`config.mk`:
```
export PLATFORM = sky130hd
export DESIGN_NAME = rr_arb_mux_2to1
export DESIGN_NICKNAME = d
export VERILOG_FILES = /design/src/rtl/mux_arb_pkg.sv /design/src/rtl/rr_grant_2.sv /design/src/rtl/rr_arb_mux_2to1.sv
export SDC_FILE = /design/constraint.sdc
export NUM_CORES = 1
export LEC_CHECK = 0
export CAP_MARGIN = 20
export CORE_AREA = 2 2 39 41
export CTS_CLUSTER_SIZE = 20
export DETAILED_ROUTE_END_ITERATION = 10
export DIE_AREA = 0 0 41 43
export SLEW_MARGIN = 20
export SYNTH_ARGS = -nofsm -noshare
export SYNTH_HDL_FRONTEND = slang
export SYNTH_HIERARCHICAL = 1
export SYNTH_SLANG_ARGS = --single-unit
export TNS_END_PERCENT = 20
```
`constraint.sdc`:
```
create_clock -name clk -period 2.71 [get_ports clk]
set_input_delay 0.271 -clock clk [delete_from_list [all_inputs] [get_ports clk]]
set_output_delay 0.271 -clock clk [all_outputs]
set_load 0.05 [all_outputs]
```
`src/rtl/mux_arb_pkg.sv`:
```
// mux_arb_pkg: shared select encodings and default widths for rr_arb_mux_2to1
package mux_arb_pkg;
  localparam logic SEL_A = 1'b0;
  localparam logic SEL_B = 1'b1;
  localparam int DEF_WIDTH = 4;
  localparam int DEF_CNT_W = 8;
endpackage

```
`src/rtl/rr_grant_2.sv`:
```
// rr_grant_2: combinational two-way round-robin grant favouring the requester that did not win last
module rr_grant_2
  import mux_arb_pkg::*;
(
  input  logic [1:0] req,
  input  logic       last,
  output logic [1:0] gnt,
  output logic       gnt_idx
);
  always_comb begin
    gnt_idx = (req[1] & (~req[0] | (last == SEL_A))) ? SEL_B : SEL_A;
    gnt     = {req[1] & (gnt_idx == SEL_B), req[0] & (gnt_idx == SEL_A)};
  end
endmodule

```
`src/rtl/rr_arb_mux_2to1.sv`:
```
// rr_arb_mux_2to1: round-robin registered 2:1 handshake mux; ARB_STATS_EN adds saturating per-channel grant counters
module rr_arb_mux_2to1
  import mux_arb_pkg::*;
#(
  parameter int WIDTH = DEF_WIDTH,
  parameter int CNT_W = DEF_CNT_W
) (
  input  logic             clk,
  input  logic             rst,
  input  logic [WIDTH-1:0] a,
  input  logic             a_valid,
  output logic             a_ready,
  input  logic [WIDTH-1:0] b,
  input  logic             b_valid,
  output logic             b_ready,
  output logic [WIDTH-1:0] out,
  output logic             out_sel,
  output logic             out_valid,
`ifdef ARB_STATS_EN
  output logic [CNT_W-1:0] cnt_a,
  output logic [CNT_W-1:0] cnt_b,
`endif
  input  logic             out_ready
);
  logic       last_grant;
  logic       load_en;
  logic [1:0] gnt;
  logic       gnt_idx;
  rr_grant_2 u_grant (
    .req     ({b_valid, a_valid}),
    .last    (last_grant),
    .gnt     (gnt),
    .gnt_idx (gnt_idx)
  );
  always_comb begin
    load_en = ~rst & (~out_valid | out_ready);
    a_ready = load_en & gnt[0];
    b_ready = load_en & gnt[1];
  end
  always_ff @(posedge clk) begin
    if (rst) begin
      out        <= '0;
      out_sel    <= SEL_A;
      out_valid  <= 1'b0;
      last_grant <= SEL_B;
    end else if (load_en) begin
      out_valid <= |gnt;
      if (|gnt) begin
        out        <= (gnt_idx == SEL_B) ? b : a;
        out_sel    <= gnt_idx;
        last_grant <= gnt_idx;
      end
    end
  end
`ifdef ARB_STATS_EN
  always_ff @(posedge clk) begin
    if (rst) begin
      cnt_a <= '0;
      cnt_b <= '0;
    end else begin
      if (a_valid & a_ready & ~&cnt_a) cnt_a <= cnt_a + 1'b1;
      if (b_valid & b_ready & ~&cnt_b) cnt_b <= cnt_b + 1'b1;
    end
  end
`endif
endmodule

```
# == Word level (Yosys, flattened, before mapping) ==
# Index checks and enable logic that the tools add are counted.
# totals
ff_bits,7
latchBits,0
ram_bits,0
romBits,0
inputBits,13
out_inout_bits,8
memories,0
# classes
addsub,0
multipliers,0
div_mod_pow,0
order_cmp,0
n_eq_ne,0
shifts,0
n_mux,2
bitwise_logic,13
reduce_logical,2
# ops
op,n
1-bit bitwise AND,6
1-bit inverter,5
4-bit 2-to-1 mux,1
1-bit bitwise OR,2
2-bit AND reduction,1
2-bit OR reduction,1
1-bit 2-to-1 mux,1

# == Depth between registers and ports, before layout ==
# depth
word_depth,8
depth_mapped,6

# == By module ==
# Netlist, hierarchy kept.
# modules_own_cells
mod,instances,cells_per_inst,area_per_inst_um2,seq_area_each_um2
rr_arb_mux_2to1,1,35,342.8,140.1
rr_grant_2,1,4,26.3,0.0

# == Worst setup path before layout ==
# No wires, ideal clock.
# synth_timing
path_type,register -> output
from,register out_valid
to,output a_ready
arrival_ps,1303
setup_slack_ps,1136
path_stages_with_launch,4
n_path_buf,1
cell_sequence,dfxtp_1 > nand2b_1 > buf_6 > and3_1
# synth_via
elab_chain_cells,4
# synth_lines
item,line_no,text
from (decl),rr_arb_mux_2to1.sv:18,"output logic out_valid,"
from (signal assigned),rr_arb_mux_2to1.sv:47,out_valid <= |gnt;
1-bit inverter,rr_arb_mux_2to1.sv:36,load_en = ~rst & (~out_valid | out_ready);
1-bit bitwise OR,rr_arb_mux_2to1.sv:36,
1-bit bitwise AND,rr_arb_mux_2to1.sv:36,
1-bit bitwise AND,rr_arb_mux_2to1.sv:37,a_ready = load_en & gnt[0];
to (decl),rr_arb_mux_2to1.sv:12,"output logic a_ready,"
# No other way between the ends.

# == Worst setup path after layout ==
# layout_timing
from,input rst
to,output a_ready
# layout_via
elab_chain_cells,3
# layout_lines
item,line_no,text
from (decl),rr_arb_mux_2to1.sv:9,"input logic rst,"
1-bit inverter,rr_arb_mux_2to1.sv:36,
1-bit bitwise AND,rr_arb_mux_2to1.sv:36,
1-bit bitwise AND,rr_arb_mux_2to1.sv:37,
# No other way between the ends.

==> flow_summary_export.csv <==
group,metric,value,unit
status,status,"finished clean",
drt,wl,827,µm
final_layout,postLayoutCellArea,606,µm²
logic_synthesis,synthCells,39,
clock_network,cts_buffer_depth,2,
place,numPortBuffers,20,
global_route,grt_pass1_vias,331,
clock_network,cts_buffers,3,
drt,via_per_inst,4.87,
sta,worst_pin_slew,0.494,ns
pwr,pwr-share-seq,0.361,
place,gp_congestion,0.670,
global_route,track_usage,0.115,
logic_synthesis,syn_area,369,µm²
critical_path,slowest_stage,"clkdlybuf4s50_1",
drt,drt-met1-wl,379,µm
drt,drc,0,
final_layout,syn2layout_area_growth,64.1,%
drt,num_vias,375,
logic_synthesis,synth_seq_area_share,0.380,
sta,setup_violations,0,
critical_path,critPathRequiredTime,2.44,ns
drt,drtIter0Drc,6,
sta,slew_viol_final,0,
job,drv_cap,0,
drt,antenna_left,0,
drt,wl_met2,376,µm
global_route,grt-ovfl-total,0,
pwr,p_int,216,µW
clock_network,cts_hold_buf,0,
pwr,powerDensity,534,mW/mm²
sta,max_freq,438,MHz
drt,dr.max_layer_used,"met3",
critical_path,critPathLaunchType,"input port",
clock_network,htree_levels,1,
final_layout,fillers,139,
final_layout,layout_common_cells,"clkdlybuf4s50_1 (19), dfxtp_1 (7), mux2i_1 (4), a31oi_1 (4), a311oi_1 (4)",
critical_path,critPathCaptureType,"output pin",
pwr,switching_share,0.332,
logic_synthesis,yosys_warnings,6,
global_route,grt_max_degree,12,
logic_synthesis,ys_seq_elements,7,
clock_network,post_cts_buffers,0,
critical_path,cp.arrival,2.01,ns
drt,wl_per_cell,10.7,µm
floorplan,rows,14,
clock_network,cts_resized,0,
critical_path,crit_chain,"clkdlybuf4s50_1 -> inv_1 -> and3_1 -> clkdlybuf4s50_1",
drt,drtPass1Iterations,4,
floorplan,core,0.00138,mm²
sta,relSlewSlack,0.670,
critical_path,crit_type,"in2out",
clock_network,tritoncts,"built",
floorplan,fp.dieH,43,µm
critical_path,max_stage_delay,0.79,ns
pwr,peakVddDrop,0.187,mV
sta,finClkSkew,0.0131,ns
final_layout,final_nets,75,
clock_network,worstSkewPairLatency,0.26,ns
sta,setup_tns,0,ns
final_layout,antenna_cells,0,
sta,min_period_over_period,0.843,
critical_path,crit_fanout,9,
pwr,combPwrFrac,0.327,
floorplan,initial_core_util,0.267,
final_layout,layout_commonest_cell,"clkdlybuf4s50_1",
critical_path,crit_path_frequent_cell,"clkdlybuf4s50_1",
logic_synthesis,syn-num-nets,52,
logic_synthesis,synth_cell_types,21,
global_route,grt_pass1_wl,1.38,mm
sta,timing.final.hold_violations,0,
place,place_area,579,µm²
drt,wl_met3,70,µm
min_path,hp-class,"reg2reg",
sta,fin_crit,2.28,ns
floorplan,die_width,41,µm
logic_synthesis,avgSynthCellArea,9.46,µm²
pwr,power_switching,108,µW
floorplan,dieArea,0.00176,mm²
global_route,antenna_found_initial,0,
sta,rsz0062_at_grt,"no",
clock_network,cts.sinks,7,
clock_network,clkTransAtPathRegs,0.06,ns
pwr,leakagePower,0.000243,µW
final_layout,drive_above_1_share,0.0984,
clock_network,root_buffer,"clkbuf_4",
pwr,clock_power_share,0.312,
floorplan,io_pins,21,
state kept, by name (all words and copies together) (netlist names):
name and cells:
out 4, last_grant 1, out_sel 1, out_valid 1
area by class of cell:
type                    instances  area (µm²)  area share
clock buffers                   4        26.3      0.0434
inverters                       2        7.51      0.0124
multi-input cells              26         186       0.308
flip-flops and latches          7         140       0.231
well taps                      16        20.0      0.0331
repair buffers                 22         225       0.372
synthesized netlist by cell type (all sizes together):
| cell | instances | area (µm²) |
|---|---|---|
| or2 | 1 | 6.26 |
| inv | 2 | 7.51 |
| a31oi | 4 | 25.0 |
| nand2 | 1 | 3.75 |
| buf | 3 | 30.0 |
| dfxtp | 7 | 140 |
| o31ai | 1 | 7.51 |
| and3 | 2 | 12.5 |
| mux2i | 4 | 40.0 |
| o211ai | 1 | 7.51 |
| a311oi | 4 | 35.0 |
| nand4 | 1 | 6.26 |
| nand2b | 1 | 6.26 |
| and2b | 1 | 7.51 |
| nand3 | 1 | 5.00 |
| clkbuf | 1 | 5.00 |
| nor2 | 1 | 3.75 |
| a21oi | 1 | 5.00 |
| a21boi | 2 | 15.0 |
worst paths after layout:
| check | startpoint | endpoint | slack, ns | depth (start not counted) |
|---|---|---|---|---|
| worst max register to register | last_grant | out[0] | 1.25 | 5 |
| worst max-delay path | rst | a_ready | 0.43 | 4 |
| worst min register to register | out_sel | out_sel | 0.50 | 2 |
| worst min-delay path | out_sel | out_sel | 0.50 | 2 |
power by group through the flow:
stage,registers [µW],clock network (µW),logic (µW)
finish,117,101,106
detailed placement,119,0,106
CTS,117,105,107
global route,118,113,113
floorplan,143,0,42.6
global placement,119,0,106
per-layer routing:
| metal | vias to the layer above | GRT usage |
|---|---|---|
| li1 | 192 | - |
| met1 | 168 | 0.152 |
| met2 | 15 | 0.153 |
| met3 | 0 | 0.0471 |
| met4 | 0 | 0.0600 |
| met5 | - | 0 |
per-stage QoR:
stage / worst slack [ns] / utilization / hold slack (ns) / instances / power [µW]
2_1_floorplan: 1.14 / - / 0.340 / 39 / 186
3_3_place_gp: 0.450 / 0.419 / 0.500 / 73 / 225
3_5_place_dp: 0.432 / 0.419 / 0.491 / 73 / 225
4_1_cts: 0.428 / 0.438 / 0.502 / 77 / 329
5_1_grt: 0.348 / 0.438 / 0.559 / 77 / 345
6_report: 0.427 / 0.438 / 0.502 / 77 / 324
worst max-delay path, delay by kind of cell:
kind                   cells  cell delay [ns]
buffers and inverters      3             1.55
AND/OR/NAND/NOR            1             0.19
cells by family (layout without fill, tap and decap cells):
family | count (synthesis) | after routing | synth area share
compound gates | 13 | 13 | 0.258
buf+inv | 6 | 28 | 0.115
flops | 7 | 7 | 0.380
mux | 4 | 4 | 0.108
simple gates | 9 | 9 | 0.139
(Power assumes the default switching activity.)
